## config.mk

```make
export PLATFORM = sky130hd
export DESIGN_NAME = autosym_sweep_ctrl_flat
export DESIGN_NICKNAME = d
export VERILOG_FILES = /design/src/rtl/autosym_sweep_ctrl_pkg.sv /design/src/rtl/autosym_sweep_ctrl_if.sv /design/src/rtl/autosym_sweep_ctrl_tag_pipe.sv /design/src/rtl/autosym_sweep_ctrl.sv /design/src/flat_wrapper.sv
export SDC_FILE = /design/constraint.sdc
export NUM_CORES = 1
export LEC_CHECK = 0
export ABC_AREA = 1
export CORE_MARGIN = 2
export CORE_UTILIZATION = 55
export CTS_CLUSTER_SIZE = 25
export DETAILED_ROUTE_END_ITERATION = 16
export GPL_ROUTABILITY_DRIVEN = 0
export PLACE_DENSITY = 0.82
export SLEW_MARGIN = 20
export SYNTH_ARGS = -nofsm -noshare
export SYNTH_HDL_FRONTEND = slang
export SYNTH_SLANG_ARGS = --single-unit
```

## constraint.sdc

```tcl
create_clock -name clk -period 2.7 [get_ports clk]
set_input_delay 0.81 -clock clk [delete_from_list [all_inputs] [get_ports clk]]
set_output_delay 0.81 -clock clk [all_outputs]
set_load 0.01 [all_outputs]
```

## src/rtl/autosym_sweep_ctrl_pkg.sv

```systemverilog
// Shared types and constants for the autosymmetry sweep controller.
// AUTOSYM_EARLY_EXIT_EN is consumed by the top, not here.
package autosym_pkg;

    localparam int N_IN_DEF = 16;
    localparam int MAX_LAT  = 7;

    typedef enum logic [1:0] {
        ST_IDLE  = 2'd0,
        ST_SWEEP = 2'd1,
        ST_DRAIN = 2'd2
    } state_e;

    function automatic int cnt_w(input int n);
        return n + 1;
    endfunction

endpackage

```

## src/rtl/autosym_sweep_ctrl_if.sv

```systemverilog
// Control, status and FUT stimulus/response bundle of the sweep controller.
// The slave side is the controller; the master side drives start/alpha/FUT.
interface autosym_sweep_ctrl_if
    import autosym_pkg::*;
#(
    parameter int N_IN  = N_IN_DEF,
    parameter int CNT_W = cnt_w(N_IN)
);

    logic             start;
    logic             abort;
    logic [N_IN-1:0]  alpha;
    logic [N_IN-1:0]  vec_a;
    logic [N_IN-1:0]  vec_b;
    logic             y_a;
    logic             y_b;
    logic             busy;
    logic             done;
    logic             is_sym;
    logic [CNT_W-1:0] mismatch_cnt;
    logic [CNT_W-1:0] onset_cnt;
    logic [N_IN-1:0]  first_fail;

    modport master (
        output start, abort, alpha, y_a, y_b,
        input  vec_a, vec_b, busy, done, is_sym,
        input  mismatch_cnt, onset_cnt, first_fail
    );

    modport slave (
        input  start, abort, alpha, y_a, y_b,
        output vec_a, vec_b, busy, done, is_sym,
        output mismatch_cnt, onset_cnt, first_fail
    );

endinterface

```

## src/rtl/autosym_sweep_ctrl_tag_pipe.sv

```systemverilog
// LAT-deep (valid, x) delay line that tracks which x a FUT response belongs to.
// LAT=0 degenerates to a wire; flush drops every in-flight tag.
module autosym_tag_pipe #(
    parameter int W   = 16,
    parameter int LAT = 0
) (
    input  logic         clk,
    input  logic         rst_n,
    input  logic         flush_i,
    input  logic         in_vld_i,
    input  logic [W-1:0] in_x_i,
    output logic         out_vld_o,
    output logic [W-1:0] out_x_o
);

    if (LAT == 0) begin : g_wire
        logic unused_pipe;
        assign unused_pipe = ^{clk, rst_n, flush_i};
        assign out_vld_o   = in_vld_i;
        assign out_x_o     = in_x_i;
    end else begin : g_reg
        logic [LAT-1:0] vld_q;
        logic [W-1:0]   x_q [LAT];

        // shift tags one stage per cycle; flush kills all valids
        always_ff @(posedge clk or negedge rst_n) begin
            if (!rst_n) begin
                vld_q <= '0;
                for (int i = 0; i < LAT; i++) begin
                    x_q[i] <= '0;
                end
            end else begin
                vld_q[0] <= in_vld_i & ~flush_i;
                x_q[0]   <= in_x_i;
                for (int i = 1; i < LAT; i++) begin
                    vld_q[i] <= vld_q[i-1] & ~flush_i;
                    x_q[i]   <= x_q[i-1];
                end
            end
        end

        assign out_vld_o = vld_q[LAT-1];
        assign out_x_o   = x_q[LAT-1];
    end

endmodule

```

## src/rtl/autosym_sweep_ctrl.sv

```systemverilog
// Sweeps every x through FUT copies A(x) and B(x^alpha) and tallies results.
// Define AUTOSYM_EARLY_EXIT_EN to stop the sweep at the first mismatch.
module autosym_sweep_ctrl
    import autosym_pkg::*;
#(
    parameter int N_IN  = N_IN_DEF,
    parameter int LAT   = 0,
    parameter int CNT_W = cnt_w(N_IN)
) (
    input logic                 clk,
    input logic                 rst_n,
    autosym_sweep_ctrl_if.slave bus
);

    localparam logic [1:0] S_IDLE  = ST_IDLE;
    localparam logic [1:0] S_SWEEP = ST_SWEEP;
    localparam logic [1:0] S_DRAIN = ST_DRAIN;

    localparam int DW = $clog2(MAX_LAT + 1);
    localparam logic [DW-1:0] DRN_LAST =
        (LAT > 0) ? DW'(LAT - 1) : '0;

`ifdef AUTOSYM_EARLY_EXIT_EN
    localparam bit EARLY = 1'b1;
`else
    localparam bit EARLY = 1'b0;
`endif

    logic [1:0]       state_q, state_d;
    logic [N_IN-1:0]  x_q, x_d;
    logic [N_IN-1:0]  alpha_q, alpha_d;
    logic [DW-1:0]    drn_q, drn_d;
    logic [CNT_W-1:0] mism_q, mism_d;
    logic [CNT_W-1:0] onset_q, onset_d;
    logic [N_IN-1:0]  ffail_q, ffail_d;
    logic             is_sym_q, is_sym_d;
    logic             done_q, done_d;

    logic             iss_vld;
    logic             rsp_vld;
    logic [N_IN-1:0]  rsp_x;
    logic             flush;
    logic             miss;
    logic             first;
    logic             stop;
    logic             finish;
    logic             abort_hit;

    assign iss_vld = (state_q == S_SWEEP);

    autosym_tag_pipe #(
        .W   (N_IN),
        .LAT (LAT)
    ) u_pipe (
        .clk       (clk),
        .rst_n     (rst_n),
        .flush_i   (flush),
        .in_vld_i  (iss_vld),
        .in_x_i    (x_q),
        .out_vld_o (rsp_vld),
        .out_x_o   (rsp_x)
    );

    // next-state: sequencing, response tally and result latching
    always_comb begin
        state_d  = state_q;
        x_d      = x_q;
        alpha_d  = alpha_q;
        drn_d    = drn_q;
        mism_d   = mism_q;
        onset_d  = onset_q;
        ffail_d  = ffail_q;
        is_sym_d = is_sym_q;
        done_d   = 1'b0;
        flush    = 1'b0;
        finish   = 1'b0;

        miss      = rsp_vld && (bus.y_a != bus.y_b);
        first     = miss && (mism_q == '0);
        stop      = EARLY && first;
        abort_hit = bus.abort && (state_q != S_IDLE);

        if (rsp_vld) begin
            onset_d = onset_q + CNT_W'(bus.y_a);
            if (miss) begin
                mism_d = mism_q + CNT_W'(1);
            end
            if (first) begin
                ffail_d = rsp_x;
            end
        end

        unique case (state_q)
            S_IDLE: begin
                if (bus.start && !bus.abort) begin
                    alpha_d  = bus.alpha;
                    x_d      = '0;
                    drn_d    = '0;
                    mism_d   = '0;
                    onset_d  = '0;
                    ffail_d  = '0;
                    is_sym_d = 1'b0;
                    state_d  = S_SWEEP;
                end
            end
            S_SWEEP: begin
                if (stop || (x_q == '1)) begin
                    flush = stop;
                    if (LAT == 0) begin
                        finish = 1'b1;
                    end else begin
                        drn_d   = '0;
                        state_d = S_DRAIN;
                    end
                end else begin
                    x_d = x_q + N_IN'(1);
                end
            end
            S_DRAIN: begin
                flush = stop;
                if (drn_q == DRN_LAST) begin
                    finish = 1'b1;
                end else begin
                    drn_d = drn_q + DW'(1);
                end
            end
            default: begin
                state_d = S_IDLE;
            end
        endcase

        if (finish) begin
            state_d  = S_IDLE;
            done_d   = 1'b1;
            is_sym_d = (mism_d == '0);
        end

        if (abort_hit) begin
            state_d  = S_IDLE;
            flush    = 1'b1;
            done_d   = 1'b0;
            is_sym_d = 1'b0;
        end
    end

    // state registers, cleared asynchronously
    always_ff @(posedge clk or negedge rst_n) begin
        if (!rst_n) begin
            state_q  <= S_IDLE;
            x_q      <= '0;
            alpha_q  <= '0;
            drn_q    <= '0;
            mism_q   <= '0;
            onset_q  <= '0;
            ffail_q  <= '0;
            is_sym_q <= 1'b0;
            done_q   <= 1'b0;
        end else begin
            state_q  <= state_d;
            x_q      <= x_d;
            alpha_q  <= alpha_d;
            drn_q    <= drn_d;
            mism_q   <= mism_d;
            onset_q  <= onset_d;
            ffail_q  <= ffail_d;
            is_sym_q <= is_sym_d;
            done_q   <= done_d;
        end
    end

    assign bus.vec_a        = x_q;
    assign bus.vec_b        = x_q ^ alpha_q;
    assign bus.busy         = (state_q != S_IDLE);
    assign bus.done         = done_q;
    assign bus.is_sym       = is_sym_q;
    assign bus.mismatch_cnt = mism_q;
    assign bus.onset_cnt    = onset_q;
    assign bus.first_fail   = ffail_q;

endmodule

```

## src/flat_wrapper.sv

```systemverilog
// flat-port wrapper written by rule: the top's interface ports become plain ports
module autosym_sweep_ctrl_flat import autosym_pkg::*;
#(
    parameter int N_IN  = N_IN_DEF,
    parameter int LAT   = 0,
    parameter int CNT_W = cnt_w(N_IN)
)
  (clk, rst_n, bus_start, bus_abort, bus_alpha, bus_y_a, bus_y_b, bus_vec_a, bus_vec_b, bus_busy, bus_done, bus_is_sym, bus_mismatch_cnt, bus_onset_cnt, bus_first_fail);
  autosym_sweep_ctrl_if #(.N_IN(N_IN), .CNT_W(CNT_W)) bus_i ();
  input logic clk;
  input logic rst_n;
  input wire logic [$bits(bus_i.start)-1:0] bus_start;
  input wire logic [$bits(bus_i.abort)-1:0] bus_abort;
  input wire logic [$bits(bus_i.alpha)-1:0] bus_alpha;
  input wire logic [$bits(bus_i.y_a)-1:0] bus_y_a;
  input wire logic [$bits(bus_i.y_b)-1:0] bus_y_b;
  output wire logic [$bits(bus_i.vec_a)-1:0] bus_vec_a;
  output wire logic [$bits(bus_i.vec_b)-1:0] bus_vec_b;
  output wire logic [$bits(bus_i.busy)-1:0] bus_busy;
  output wire logic [$bits(bus_i.done)-1:0] bus_done;
  output wire logic [$bits(bus_i.is_sym)-1:0] bus_is_sym;
  output wire logic [$bits(bus_i.mismatch_cnt)-1:0] bus_mismatch_cnt;
  output wire logic [$bits(bus_i.onset_cnt)-1:0] bus_onset_cnt;
  output wire logic [$bits(bus_i.first_fail)-1:0] bus_first_fail;
  assign bus_i.start = bus_start;
  assign bus_i.abort = bus_abort;
  assign bus_i.alpha = bus_alpha;
  assign bus_i.y_a = bus_y_a;
  assign bus_i.y_b = bus_y_b;
  assign bus_vec_a = bus_i.vec_a;
  assign bus_vec_b = bus_i.vec_b;
  assign bus_busy = bus_i.busy;
  assign bus_done = bus_i.done;
  assign bus_is_sym = bus_i.is_sym;
  assign bus_mismatch_cnt = bus_i.mismatch_cnt;
  assign bus_onset_cnt = bus_i.onset_cnt;
  assign bus_first_fail = bus_i.first_fail;
  autosym_sweep_ctrl #(.N_IN(N_IN), .LAT(LAT), .CNT_W(CNT_W)) u_core (.clk(clk), .rst_n(rst_n), .bus(bus_i));
endmodule
```

==> results of run 1 <==
flip-flops by register name, summed over array words and instances, names as in the netlist:
| name | count |
|---|---|
| u_core.bus.is_sym | 1 |
| u_core.bus.first_fail | 16 |
| u_core.bus.onset_cnt | 17 |
| u_core.bus.mismatch_cnt | 17 |
| u_core.state_q | 1 |
| u_core.bus.vec_a | 16 |
| u_core.alpha_q | 16 |
| u_core.bus.done | 1 |
Yosys cell counts, types with 7 or more instances:
master / count / share of area, %
a21oi_1: 20 / 2.1
dfrtp_1: 85 / 45
nand3_1: 44 / 4.7
inv_1: 80 / 6.4
nor2_1: 86 / 6.9
xor2_1: 24 / 4.5
nor3_1: 12 / 1.3
nand2_2: 7 / 0.93
nand4_1: 10 / 1.3
nand2_1: 175 / 14
o21ai_0: 10 / 1.1
report_power, final:
| group | internal [mW] | leakage (nW) | switching [mW] |
|---|---|---|---|
| clock | 0.339 | 0.0937 | 0.487 |
| combinational | 0.591 | 1.84 | 0.546 |
| sequential | 1.46 | 1.14 | 0.181 |
worst max-delay path: cells and delay by family (launching register included):
family                 cells  cell delay (ps)
XOR/XNOR                   1              180
flip-flops                 1              580
buffers and inverters      1              550
logic make-up (layout without fill, tap and decap cells):
kind of cell | count (synthesis) | in the layout
AOI/OAI and AO/OA | 44 | 44
xor gates and xnor gates | 26 | 26
adders and majority gates | 5 | 5
buffers and inverters | 105 | 217
DFF | 85 | 85
muxes | 1 | 1
and+or+nand+nor | 360 | 360
area by class of cell:
| type | instances | area [um2] | share of cell area, % |
|---|---|---|---|
| clock inverter | 7 | 50.0 | 0.825 |
| multi-input combinational | 436 | 2150 | 35.5 |
| timing repair buffer | 117 | 1170 | 19.2 |
| inverter | 84 | 318 | 5.24 |
| sequential | 85 | 2130 | 35.0 |
| tap | 105 | 131 | 2.16 |
| clock buffer | 9 | 124 | 2.04 |
worst min path at each step:
stage	slack (ps)	end	depth (start not counted)	start
after floorplan	470	u_core.alpha_q[15]$_DFFE_PN0P_	2	u_core.alpha_q[15]$_DFFE_PN0P_
after global placement	480	u_core.alpha_q[2]$_DFFE_PN0P_	2	u_core.alpha_q[2]$_DFFE_PN0P_
after detailed placement	480	u_core.alpha_q[12]$_DFFE_PN0P_	2	u_core.alpha_q[12]$_DFFE_PN0P_
after CTS	360	u_core.bus.first_fail[4]$_DFF_PN0_	1	rst_n
after global routing	380	u_core.bus.first_fail[7]$_DFF_PN0_	1	rst_n
final	350	u_core.bus.first_fail[7]$_DFF_PN0_	1	rst_n
per-stage QoR:
stage,std cells,hold WS (ps),util (%)
after global placement,827,481,71.4
after floorplan,626,468,-
after global routing,843,378,73.5
after detailed placement,827,485,71.4
final,843,353,73.5
after CTS,843,364,73.5
metal layers:
metal / wire length (um) / global-route usage (%)
met1: 5070 / 35.8
met2: 5840 / 44.4
met3: 791 / 4.27
met4: 189 / 10.4
met5: 0 / 0
==> results.md, run 1 <==
- FF+latch count, synth: 85
- Pleak: a little over 3 nW
- R2R setup slack: between 600 and 700 ps
- Final setup margin: ~220 ps
- Placed inst area: ~6000 um2
- Crit-path max cell delay: approximately 580 ps
- R2R Path End: u_core.bus.vec_a[3]$_DFFE_PN0P_
- CP Class: register to primary output
- RR Startpoint: u_core.bus.vec_a[0]$_DFFE_PN0P_
- Maximum fanout along the worst path: 10
- Slew Viols, Final: 0
- Die area: slightly above 9000 um2
- Unrepaired setup endpoints after global routing: no
- Port buffer count: 106
- Nets@finish: 760
- Mapped Cells: 626
- Drt total wl: 11.9 mm
- Global-route wire length before repair: between 15 and 20 mm
- Mapped cell area: roughly 4700 um2
- Initial Util: a little under three fifths
- Synth unique cells: 35
- Main synth FF type: dfrtp_1
- XOR/XNOR Fraction of Synth Area: 4.83%
- Largest net degree at the start of global routing: 58
- Slew margin rel.: between 70% and 80%
- Hold-fix buffers at CTS: 0
- Initial antenna violation count: 0
- Reg clk slew, reported paths: approximately 100 ps
- Die width: approximately 97 um
- Synth Area in Adders: under 10%
- 1st-iter DRT viols: 226
- Most common cell after layout, fill and taps aside: nand2_1
- Std-Cell Rows: 33
- Peak VDD IR: around 0.29 mV
- First-pass DRT Iterations: 5
- Worst-Margin Slew: roughly 380 ps
- DRC: 0
- Vias/cell: ~5.3
- Critical Path Sink Type: primary output
- Seq/Total Area, Yosys: 45.2%
- GRT Total Usage: around 27%
- Worst r2r path cells: 9
- Wire per inst: 14.1 um
- Critical path origin: u_core.bus.vec_a[3]$_DFFE_PN0P_
- Crit-path cells: xor2_1, clkdlybuf4s50_1
- Post-CTS Setup Bufs: 0
- Antenna diodes: 0
- Ys Warns: 0
- Finished Cell Area: 6070 um2
- Final hold vios: 0
- EDFF count, synth: 0
- Arrival time worst endpoint: ~1700 ps
- Clock skew: approximately 18 ps
- Period utilisation layout: between 90 and 100%
- Main combinational cell family by area after synthesis: simple AND/OR/NAND/NOR gates
- Num ports: between 100 and 150
- Post-layout total power: between 3 and 4 mW
- GR Overflow Total: 0
- Num CTS Buffers: 9
- Max Fclk: approximately 0.40 GHz
- Area growth from synthesis to layout: 28.8%
- CP startpoint kind: register
- Die Y: slightly below 100 um
- TritonCTS clock tree: yes
- Fin crit period: 2480 ps
- Status: completed
- Dpl hpwl: approximately 8.6 mm
- Final Setup Violations: 0
- H-tree depth reported by CTS: 3
- # clock sinks: 85
- Mapped Avg Cell Area: about 7.5 um2
- Crit path to: bus_vec_b[3]
- Root buffer cell: clkbuf_8
- Final ANT Viol Nets: 0
- Core ar.: between 8000 and 9000 um2
- Insertion delay to the later sink of the worst-skew pair: 360 ps
- Post-Synth Simple-Gate Area: between 30 and 40%
- Most frequent cells in the layout: nand2_1 (175), clkdlybuf4s50_1 (105), nor2_1 (86), dfrtp_1 (85), inv_1 (80)
- Compound-Gate Fraction of Synth Area: under 10%
- Max Cap Viol: 0
- Number of global-route vias before repair: between 4,000 and 5,000
- PD cells: 594 nW/um2
- Post-route setup TNS: 0 ps
- Syn_nets: about 650
- Post-synth ARST share: 100%
- Via count: 4,450
- Fill count: approximately 670
- Worst path required time: roughly 1900 ps
- Dpl ws: -1.37 ps
- Share of cells above drive strength 1: 7.45%
- Mux cell area share after synthesis: less than 1%
- Gates resized, CTS repair: 0
- Slowest-stage cell, CP: dfrtp_1
- Clock Path Buffers: 2
- Hold WC Path Type: input pin to async pin
Power figures use the tool's default switching activity.
==> run 2: changes to the inputs <==
SKIP_CTS_REPAIR_TIMING = 1   (was unset)
==> results of run 2 <==
The final DEF is identical to that of run 1; final timing and power are the same.
==> run 3: changes to the inputs <==
CORE_UTILIZATION = 46   (was 55)
PLACE_DENSITY = 0.73   (was 0.82)
clock period = 2.1 ns   (was 2.7 ns; I/O delays follow)
==> results.md, run 3 (synthesis results as in run 1) <==
- Die area: 11,100 um2 (+19%)
- Slew Viols, Final: 0 (unchanged)
- Max Cap Viol: 0 (unchanged)
- Drt total wl: 12.6 mm (+6.3%)
- Most common cell after layout, fill and taps aside: nand2_1
- Root buffer cell: clkbuf_8
- Die width: 105 um (+9.0%)
- Worst path required time: 1470 ps (-420 ps)
- R2R setup slack: 170 ps (-460 ps)
- GRT Total Usage: 23.4% (-3.5 points)
- R2R Path End: u_core.bus.vec_a[3]$_DFFE_PN0P_
- Placed inst area: 6180 um2 (+4.8%)
- Nets@finish: 796 (+4.7%)
- Fill count: 825 (+23%)
- Maximum fanout along the worst path: 6 (-4)
- CP startpoint kind: register
- DRC: 0 (unchanged)
- Final instance count without filler cells: 907 (+7.6%)
- Via count: 4,543 (+2.1%)
- Post-route setup TNS: 0 ps (unchanged)
- Antenna diodes: 0 (unchanged)
- CP Class: register to primary output
- Final hold vios: 0 (unchanged)
- Reg clk slew, reported paths: 90 ps (about the same)
- Final Setup Violations: 0 (unchanged)
- Share of cells above drive strength 1: 13.6% (+6.1 points)
- Period utilisation layout: a little over nine tenths
- # clock sinks: 85 (unchanged)
- Core ar.: 9860 um2 (+19%)
- Num CTS Buffers: 9 (unchanged)
- Num ports: 107 (unchanged)
- Max Fclk: just under 0.5 GHz
- Cells after DPL: 888 (+7.4%)
- Initial Util: 47.8% (-9.3 points)
- Worst-Margin Slew: 505 ps (+123 ps)
- Clock Path Buffers: 2 (unchanged)
- GR Overflow Total: 0 (unchanged)
- Vias/cell: 5.01 (-5.1%)
- 1st-iter DRT viols: 276 (+22%)
- Final Util: 65.8% (-7.7 points)
- Wire per inst: 13.9 um (-1.2%)
- Clock skew: 9.79 ps (-7.72 ps)
- Worst r2r path cells: 9 (unchanged)
- Insertion delay to the later sink of the worst-skew pair: 370 ps (about the same)
- Port buffer count: 106 (unchanged)
- Buffers and inverters on the worst path: 1 (unchanged)
- Arrival time worst endpoint: 1410 ps (-260 ps)
- Peak VDD IR: 0.370 mV (+30%)
- Slew margin rel.: 66.3% (-8.0 points)
- Crit-path cells: clkdlybuf4s50_1
- Std-Cell Rows: 36 (+9.1%)
- PD cells: 745 nW/um2 (+25%)
- Dpl hpwl: 9.09 mm (+5.7%)
- Status: completed
- Crit-path max cell delay: 580 ps (about the same)
- Pleak: 3.49 nW (+13%)
- Initial antenna violation count: 0 (unchanged)
- Number of global-route vias before repair: 4,352 (+1.8%)
- Slowest-stage cell, CP: clkdlybuf4s50_1
- RR Startpoint: u_core.bus.vec_a[0]$_DFFE_PN0P_
- Fin crit period: a little over 2000 ps
- Area growth from synthesis to layout: 37.8%
- Unrepaired setup endpoints after global routing: no
- Final ANT Viol Nets: 0 (unchanged)
- Global-route wire length before repair: 20.8 mm (+7.4%)
- Finished Cell Area: 6490 um2 (+6.9%)
- Largest net degree at the start of global routing: 39 (-33%)
- First-pass DRT Iterations: 5 (unchanged)
- Kind of cell adding the most delay to the critical path: buffers and inverters
- Hold WC Path Type: input pin to async pin
- Die Y: 105 um (+9.0%)
- H-tree depth reported by CTS: 3 (unchanged)
- Critical Path Sink Type: primary output
- Most frequent cells in the layout: nand2_1 (174), nor2_1 (85), clkdlybuf4s50_1 (85), inv_1 (80), dfrtp_1 (74)
- TritonCTS clock tree: yes
==> run 3: changes by cell type in the layout (fill, tap and decap cells not counted), sizes merged, moves of 2 or more <==
cell	change
clkinv	-2
dlymetal6s2s	+20
clkdlybuf4s50	-20
buf	+36
==> run 3: power by group <==
group / internal, mW / switching, mW
sequential: 1.89 / 0.220
combinational: 0.788 / 0.735
clock: 0.581 / 0.624
total: 3.26 / 1.58
==> run 3: area by class of cell <==
cell class | instances | area, um2 | share of cell area (%)
Multi-Input combinational cell | 436 | 2170 | 33.4
Sequential cell | 85 | 2140 | 33.0
Timing Repair Buffer | 153 | 1500 | 23.1
Inverter | 84 | 318 | 4.90
Tap cell | 133 | 166 | 2.56
Clock buffer | 10 | 138 | 2.12
Clock inverter | 6 | 61.3 | 0.944
==> run 3: per-stage QoR <==
stage / setup WS, ps / hold WS, ps / total power, mW
after floorplan: 223 / 334 / 2.81
after global placement: -359 / 481 / 3.63
after detailed placement: -387 / 484 / 3.67
after CTS: -170 / 231 / 4.87
after global routing: 1.77 / 254 / 5.13
final: 64.5 / 227 / 4.84
==> run 3: worst max-delay path by stage <==
stage	startpoint	to	slack, ps	cells past startpoint
finish	u_core.bus.mismatch_cnt[12]$_DFF_PN0_	bus_mismatch_cnt[12]	60	1
global route	bus_abort	u_core.bus.vec_a[4]$_DFFE_PN0P_	2	12
CTS	u_core.bus.vec_a[0]$_DFFE_PN0P_	bus_vec_b[0]	-170	2
detailed placement	bus_y_a	u_core.bus.onset_cnt[12]$_DFF_PN0_	-390	12
global placement	bus_y_a	u_core.bus.onset_cnt[12]$_DFF_PN0_	-360	12
floorplan	bus_y_a	u_core.bus.onset_cnt[12]$_DFF_PN0_	220	11
==> run 3: routing by layer <==
metal | global-route usage, % | routed length, um | up-vias
met4 | 7.43 | 249 | 0
met1 | 32.3 | 5620 | 2080
met2 | 37.2 | 5900 | 198
met3 | 4.43 | 872 | 23
met5 | 0 | 0 | -
li1 | - | - | 2242
